## config.mk

```make
export PLATFORM = sky130hd
export DESIGN_NAME = sequenciador_venda_flat
export DESIGN_NICKNAME = d
export VERILOG_FILES = /design/src/rtl/sequenciador_venda_if.sv /design/src/rtl/sequenciador_venda.sv /design/src/flat_wrapper.sv
export SDC_FILE = /design/constraint.sdc
export NUM_CORES = 1
export LEC_CHECK = 0
export ABC_AREA = 1
export BUFFER_PORTS_ARGS = -buffer_cell sky130_fd_sc_hd__buf_2
export CAP_MARGIN = 20
export CORE_ASPECT_RATIO = 1.75
export CORE_MARGIN = 8
export CORE_UTILIZATION = 55
export DETAILED_ROUTE_END_ITERATION = 8
export GPL_TIMING_DRIVEN = 0
export HOLD_SLACK_MARGIN = 0.08
export PLACE_DENSITY_LB_ADDON = 0.25
export REMOVE_ABC_BUFFERS = 1
export SYNTH_ARGS = -nofsm -noshare
export SYNTH_HDL_FRONTEND = slang
export SYNTH_SLANG_ARGS = --single-unit
```

## constraint.sdc

```tcl
create_clock -name clk -period 2.6 [get_ports clk]
set_input_delay 0.26 -clock clk [delete_from_list [all_inputs] [get_ports clk]]
set_output_delay 0.26 -clock clk [all_outputs]
set_load 0.01 [all_outputs]
```

## src/rtl/sequenciador_venda_if.sv

```systemverilog
// rtl/sequenciador_venda_if.sv - keypad, coin, lookup and sale-status bundle for the vending sequencer
interface sequenciador_venda_if;
    logic       tecla_valida;
    logic [3:0] tecla;
    logic       moeda_valida;
    logic [1:0] moeda_valor;
    logic       produto_existe;
    logic [3:0] preco;
    logic [7:0] codigo;
    logic [3:0] credito;
    logic [1:0] estado;
    logic       liberar;
    logic       devolver;
    logic [3:0] troco;
    logic       erro;

    // front-ends and lookup memory side
    modport master (
        output tecla_valida, tecla, moeda_valida, moeda_valor, produto_existe, preco,
        input  codigo, credito, estado, liberar, devolver, troco, erro
    );

    // sequencer side
    modport slave (
        input  tecla_valida, tecla, moeda_valida, moeda_valor, produto_existe, preco,
        output codigo, credito, estado, liberar, devolver, troco, erro
    );
endinterface

```

## src/rtl/sequenciador_venda.sv

```systemverilog
// rtl/sequenciador_venda.sv - vending sequence controller (code entry, credit, dispense, change); TROCO_EN enables change return after dispense
module sequenciador_venda #(
    parameter int TIMEOUT_CICLOS = 1000,
    parameter int LIBERA_CICLOS  = 4
) (
    input  logic                 clk,
    input  logic                 reset,
    sequenciador_venda_if.slave  bus
);
    localparam int TW = $clog2(TIMEOUT_CICLOS);
    localparam int LW = (LIBERA_CICLOS > 1) ? $clog2(LIBERA_CICLOS) : 1;

    typedef enum logic [2:0] {
        OCIOSO,
        DIGITO,
        VERIFICA,
        PAGAMENTO,
        LIBERA,
        DEVOLVE,
        CANCELA
    } fase_t;

    fase_t          fase_q, fase_d;
    logic [7:0]     codigo_q, codigo_d;
    logic [3:0]     credito_q, credito_d;
    logic [3:0]     troco_q, troco_d;
    logic [1:0]     estado_q, estado_d;
    logic           liberar_q, liberar_d;
    logic           devolver_q, devolver_d;
    logic           erro_q, erro_d;
    logic [TW-1:0]  tempo_q, tempo_d;
    logic [LW-1:0]  libera_cnt_q, libera_cnt_d;

    logic           eh_digito;
    logic           eh_cancela;
    logic           moeda_aceita;
    logic           atividade;
    logic           expirou;
    logic [4:0]     soma;
    logic [3:0]     credito_mais;

    // decode of this cycle's keypad/coin activity and the saturated credit sum
    always_comb begin
        eh_digito    = bus.tecla_valida && (bus.tecla <= 4'd9);
        eh_cancela   = bus.tecla_valida && (bus.tecla == 4'hA);
        moeda_aceita = bus.moeda_valida && (bus.moeda_valor != 2'd0) &&
                       ((fase_q == OCIOSO) || (fase_q == DIGITO) ||
                        (fase_q == VERIFICA) || (fase_q == PAGAMENTO));
        atividade    = bus.tecla_valida || moeda_aceita;
        expirou      = (tempo_q == TW'(TIMEOUT_CICLOS - 1));
        soma         = {1'b0, credito_q} + {3'b000, bus.moeda_valor};
        credito_mais = moeda_aceita ? (soma[4] ? 4'hF : soma[3:0]) : credito_q;
    end

    // next-state and registered-output computation
    always_comb begin
        fase_d       = fase_q;
        codigo_d     = codigo_q;
        credito_d    = credito_q;
        troco_d      = troco_q;
        erro_d       = 1'b0;
        libera_cnt_d = libera_cnt_q;

        case (fase_q)
            OCIOSO: begin
                credito_d = credito_mais;
                if (eh_digito) begin
                    codigo_d[7:4] = bus.tecla;
                    fase_d        = DIGITO;
                end
            end
            DIGITO: begin
                credito_d = credito_mais;
                if (eh_digito) begin
                    codigo_d[3:0] = bus.tecla;
                    fase_d        = VERIFICA;
                end else if (eh_cancela) begin
                    fase_d = CANCELA;
                end else if (!atividade && expirou) begin
                    fase_d = CANCELA;
                end
            end
            VERIFICA: begin
                credito_d = credito_mais;
                if (!bus.produto_existe) begin
                    erro_d   = 1'b1;
                    codigo_d = 8'h00;
                    fase_d   = OCIOSO;
                end else begin
                    fase_d = PAGAMENTO;
                end
            end
            PAGAMENTO: begin
                credito_d = credito_mais;
                // a cancel press wins over a sale that becomes payable in the same cycle
                if (eh_cancela) begin
                    fase_d = CANCELA;
                end else if (credito_q >= bus.preco) begin
                    fase_d = LIBERA;
                end else if (!atividade && expirou) begin
                    fase_d = CANCELA;
                end
            end
            LIBERA: begin
                libera_cnt_d = libera_cnt_q + LW'(1);
                if (libera_cnt_q == LW'(LIBERA_CICLOS - 1)) begin
                    libera_cnt_d = '0;
                    codigo_d     = 8'h00;
`ifdef TROCO_EN
                    troco_d   = credito_q - bus.preco;
                    credito_d = 4'h0;
                    fase_d    = (credito_q != bus.preco) ? DEVOLVE : OCIOSO;
`else
                    credito_d = credito_q - bus.preco;
                    fase_d    = OCIOSO;
`endif
                end
            end
            DEVOLVE: begin
                troco_d = 4'h0;
                fase_d  = OCIOSO;
            end
            CANCELA: begin
                codigo_d = 8'h00;
                if (credito_q != 4'h0) begin
                    troco_d   = credito_q;
                    credito_d = 4'h0;
                    fase_d    = DEVOLVE;
                end else begin
                    fase_d = OCIOSO;
                end
            end
            default: begin
                fase_d = OCIOSO;
            end
        endcase

        // idle timer restarts on every state change and on any key or accepted coin
        tempo_d = tempo_q;
        if ((fase_d != fase_q) || atividade) begin
            tempo_d = '0;
        end else if (((fase_q == DIGITO) || (fase_q == PAGAMENTO)) && !expirou) begin
            tempo_d = tempo_q + TW'(1);
        end

        case (fase_d)
            DIGITO, VERIFICA: estado_d = 2'd1;
            PAGAMENTO:        estado_d = 2'd2;
            LIBERA:           estado_d = 2'd3;
            default:          estado_d = 2'd0;
        endcase
        liberar_d  = (fase_d == LIBERA);
        devolver_d = (fase_d == DEVOLVE);
    end

    // state and output registers; reset drops any pending credit silently
    always_ff @(posedge clk) begin
        if (reset) begin
            fase_q       <= OCIOSO;
            codigo_q     <= 8'h00;
            credito_q    <= 4'h0;
            troco_q      <= 4'h0;
            estado_q     <= 2'd0;
            liberar_q    <= 1'b0;
            devolver_q   <= 1'b0;
            erro_q       <= 1'b0;
            tempo_q      <= '0;
            libera_cnt_q <= '0;
        end else begin
            fase_q       <= fase_d;
            codigo_q     <= codigo_d;
            credito_q    <= credito_d;
            troco_q      <= troco_d;
            estado_q     <= estado_d;
            liberar_q    <= liberar_d;
            devolver_q   <= devolver_d;
            erro_q       <= erro_d;
            tempo_q      <= tempo_d;
            libera_cnt_q <= libera_cnt_d;
        end
    end

    assign bus.codigo   = codigo_q;
    assign bus.credito  = credito_q;
    assign bus.troco    = troco_q;
    assign bus.estado   = estado_q;
    assign bus.liberar  = liberar_q;
    assign bus.devolver = devolver_q;
    assign bus.erro     = erro_q;
endmodule
```

## src/flat_wrapper.sv

```systemverilog
// flat-port wrapper written by rule: the top's interface ports become plain ports
module sequenciador_venda_flat 
#(
    parameter int TIMEOUT_CICLOS = 1000,
    parameter int LIBERA_CICLOS  = 4
)
  (clk, reset, bus_tecla_valida, bus_tecla, bus_moeda_valida, bus_moeda_valor, bus_produto_existe, bus_preco, bus_codigo, bus_credito, bus_estado, bus_liberar, bus_devolver, bus_troco, bus_erro);
  sequenciador_venda_if bus_i ();
  input  logic clk;
  input  logic reset;
  input wire logic [$bits(bus_i.tecla_valida)-1:0] bus_tecla_valida;
  input wire logic [$bits(bus_i.tecla)-1:0] bus_tecla;
  input wire logic [$bits(bus_i.moeda_valida)-1:0] bus_moeda_valida;
  input wire logic [$bits(bus_i.moeda_valor)-1:0] bus_moeda_valor;
  input wire logic [$bits(bus_i.produto_existe)-1:0] bus_produto_existe;
  input wire logic [$bits(bus_i.preco)-1:0] bus_preco;
  output wire logic [$bits(bus_i.codigo)-1:0] bus_codigo;
  output wire logic [$bits(bus_i.credito)-1:0] bus_credito;
  output wire logic [$bits(bus_i.estado)-1:0] bus_estado;
  output wire logic [$bits(bus_i.liberar)-1:0] bus_liberar;
  output wire logic [$bits(bus_i.devolver)-1:0] bus_devolver;
  output wire logic [$bits(bus_i.troco)-1:0] bus_troco;
  output wire logic [$bits(bus_i.erro)-1:0] bus_erro;
  assign bus_i.tecla_valida = bus_tecla_valida;
  assign bus_i.tecla = bus_tecla;
  assign bus_i.moeda_valida = bus_moeda_valida;
  assign bus_i.moeda_valor = bus_moeda_valor;
  assign bus_i.produto_existe = bus_produto_existe;
  assign bus_i.preco = bus_preco;
  assign bus_codigo = bus_i.codigo;
  assign bus_credito = bus_i.credito;
  assign bus_estado = bus_i.estado;
  assign bus_liberar = bus_i.liberar;
  assign bus_devolver = bus_i.devolver;
  assign bus_troco = bus_i.troco;
  assign bus_erro = bus_i.erro;
  sequenciador_venda #(.TIMEOUT_CICLOS(TIMEOUT_CICLOS), .LIBERA_CICLOS(LIBERA_CICLOS)) u_core (.clk(clk), .reset(reset), .bus(bus_i));
endmodule
```

==> out/qor.yml <==
setup_path:
  cp-start-kind: "flop"
  crit_path_top_delay_cell: "fa_1"
  worst_setup_path_end_kind: "flop"
  cp_max_fo: 10
  cpMostUsedCell: "nor2_1"
  required_ps: 2770
  cp.arrival_ps: 2300
  critical_path_class: "flop to flop"
  crit_chain: "inv_1, ha_1, fa_1, nor2_1, nor2_1, nand3_1, inv_1, nor2_1, nand3_1, nand2_1, nor2_1, nand2_2, nor2_1"
  cp_slowest_stage_delay_ps: 420
die:
  rows: 29
  die_y_um: 96.4
  start_util_pct: 56.5
  fp.dieW_um: 61.9
  fp.coreArea_sq_mm: 0.00359
  io_pins: 36
  die_area_sq_mm: 0.00597
routing:
  routedWlPerCell_um: 12.3
  drc: 0
  drt_wl_total_mm: 4.73
  antenna_left: 0
  avgViaCountPerCell: 5.11
  vias: 1959
  dr.first_iter.drc_count: 57
  first_pass_iters: 4
final_layout:
  final_nets: 362
  drive_gt1_share_pct: 17.2
  diodes: 0
  layout-area-overhead-vs-synth_pct: 14.7
power:
  sw_frac_of_total_pct: 29.0
  leakage_nw: 1.14
  ir_worst_vdd_v: 0.000351
  p_comb_share_pct: 18.5
  p_int_uw: 842
  clkPwrFrac_pct: 31.2
  seq_power_share_pct: 50.3
  report.power.total_mw: 1.19
  p_switching_uw: 344
  p_per_area_mw_per_mm2: 509
place:
  pre_cts_ws_ps: 472
  dpl.hpwl_mm: 3.78
  place.gp.congestion: 0.864
  io_buffers: 35
synth:
  syn_area_per_cell_sq_um: 6.81
  yosysWarnings: 0
  synth_area_sq_mm: 0.00203
  synth-seq-cells: 36
  syn_inst: 298
  synth.distinct_cells: 31
  synth-seq-area-share_pct: 35.5
sta:
  finalHoldViolCount: 0
  finalWorstSetupSlack_ps: 474
  relSlewSlack_pct: 68.4
  finClkSkew_ps: 3.41
  drv_slew: 0
  min_period_over_period_pct: 81.8
  rsz0062_at_grt: "no"
  tightest_slew_ps: 471
  layout_min_cycle_time_ps: 2130
  tns_ps: 0
  fmax_mhz: 470
  setup_viol: 0
flow_run:
  max_cap_violations: 0
clock_tree:
  hold_buffers: 0
  cts_buffers: 5
  cts_root_buf: "clkbuf_8"
  path_clk_slew_ps: 70
  clkLatencyLatePin_ps: 280
  postCtsResizedCells: 0
  cts_num_sinks: 36
  clockBufferDepth: 2
  cts_tree: "built"
  cts_setup_buffers: 0
  htreeDepth: 2
grt:
  grt_pass1_wl_mm: 7.90
  grt_pass1_vias: 1867
  grt_use_total_pct: 17.4
  grt_overflow: 0
  grt_antenna_before_repair: 0
  grt_max_degree: 16
run_status:
  outcome: "complete, no violations"
min_path:
  hold_path.class: "input port to flop"
## cells in the mapped netlist
cell / count / area, sq um
nor2_2: 3 / 18.8
nor2_1: 46 / 173
nand4_1: 5 / 31.3
xor2_1: 5 / 43.8
fa_1: 2 / 40.0
a21boi_0: 1 / 7.51
nand3_1: 11 / 55.1
and2_1: 1 / 6.26
a211oi_1: 2 / 15.0
a21oi_1: 21 / 105
buf_1: 1 / 3.75
nand2_4: 1 / 11.3
nor2_4: 1 / 11.3
nor3_1: 4 / 20.0
clkbuf_1: 1 / 3.75
or2_2: 1 / 6.26
xnor2_1: 4 / 35.0
nand2_2: 6 / 37.5
inv_2: 3 / 11.3
inv_1: 46 / 173
o31ai_1: 2 / 15.0
ha_1: 8 / 100
o21ai_0: 20 / 100
a211oi_4: 1 / 20.0
nand3b_1: 1 / 7.51
o32ai_1: 1 / 8.76
dfxtp_1: 36 / 721
a21oi_2: 1 / 8.76
o21ai_1: 3 / 15.0
buf_2: 1 / 5.00
nand2_1: 59 / 221
## path summary, 6_finish.rpt
path	start	end	slack (ps)	depth (start not counted)
worst max register to register	u_core.bus.credito[0]	u_core.tempo_q[7]	470	13
worst min register to register	u_core.bus.troco[3]	u_core.bus.troco[3]	460	2
worst max-delay path	u_core.bus.credito[0]	u_core.tempo_q[7]	470	13
worst min-delay path	bus_produto_existe	u_core.bus.erro	150	2
## power groups by stage
stage | Sequential (mW) | Combinational [mW] | Clock [mW]
2_1_floorplan | 0.616 | 0.135 | 0
3_3_place_gp | 0.608 | 0.215 | 0
3_5_place_dp | 0.609 | 0.219 | 0
4_1_cts | 0.597 | 0.220 | 0.375
5_1_grt | 0.600 | 0.248 | 0.394
6_report | 0.596 | 0.219 | 0.370
## stage by stage
stage	area (sq um)	utilization, %	std cells	hold slack, ps
6_report	2330	64.8	383	151
5_1_grt	2330	64.8	383	146
4_1_cts	2330	64.8	383	149
3_5_place_dp	2250	62.7	376	451
3_3_place_gp	2250	62.7	376	446
2_1_floorplan	2020	-	295	329
## cell usage in the layout (no fill, tap or decap), types with 2 or more instances in the layout
cell type and n:
a211oi_1 2, nand3_1 11, dfxtp_1 36, a21oi_1 21, o21ai_1 3, buf_2 35, xor2_1 5, nor2_2 3
fa_1 2, clkbuf_8 5, inv_1 46, xnor2_1 4, o21ai_0 20, nor2_1 46, o31ai_1 2, nand4_1 5
nor3_1 4, ha_1 8, nand2_1 59, nand2_2 6, inv_2 3
## logic make-up after synthesis
kind of cell             count (synthesis)  synth area share, %
flip-flops                              36                 35.5
AND/OR/NAND/NOR                        139                 29.5
adder cells (fa/ha/maj)                 10                 6.90
XOR/XNOR                                 9                 3.88
buffers and inverters                   52                 9.67
AO/OA/AOI/OAI                           52                 14.5
## layout make-up
type | count | area [sq um]
clock inverter | 1 | 5.00
inverter | 49 | 184
clock buffer | 6 | 72.6
multi-input combinational | 210 | 1110
timing repair buffer | 35 | 175
sequential | 36 | 721
tap | 46 | 57.6
fill | 348 | 1260
## flip-flops by register name (all words and copies together), names as in the netlist, 2 cells and up
signal,count
u_core.tempo_q,10
u_core.bus.codigo,8
u_core.bus.credito,4
u_core.bus.troco,4
u_core.fase_q,3
u_core.bus.estado,2
u_core.libera_cnt_q,2
## routing by layer
metal  vias to the layer above  GRT usage [%]  share of wire (%)
met5                         -              0                  0
met2                        43           33.2                 57
li1                       1021              -                  -
met3                         8           3.98                3.4
met4                         0           8.22                2.5
met1                       887           16.2                 37
## critical path, delay by kind of cell, from the launching register on
kind / cells / cell delay, ps
buffers and inverters: 2 / 140
adders and majority gates: 2 / 650
and+or+nand+nor: 9 / 840
DFF: 1 / 380
No activity file was read; power rests on OpenSTA's default activity.
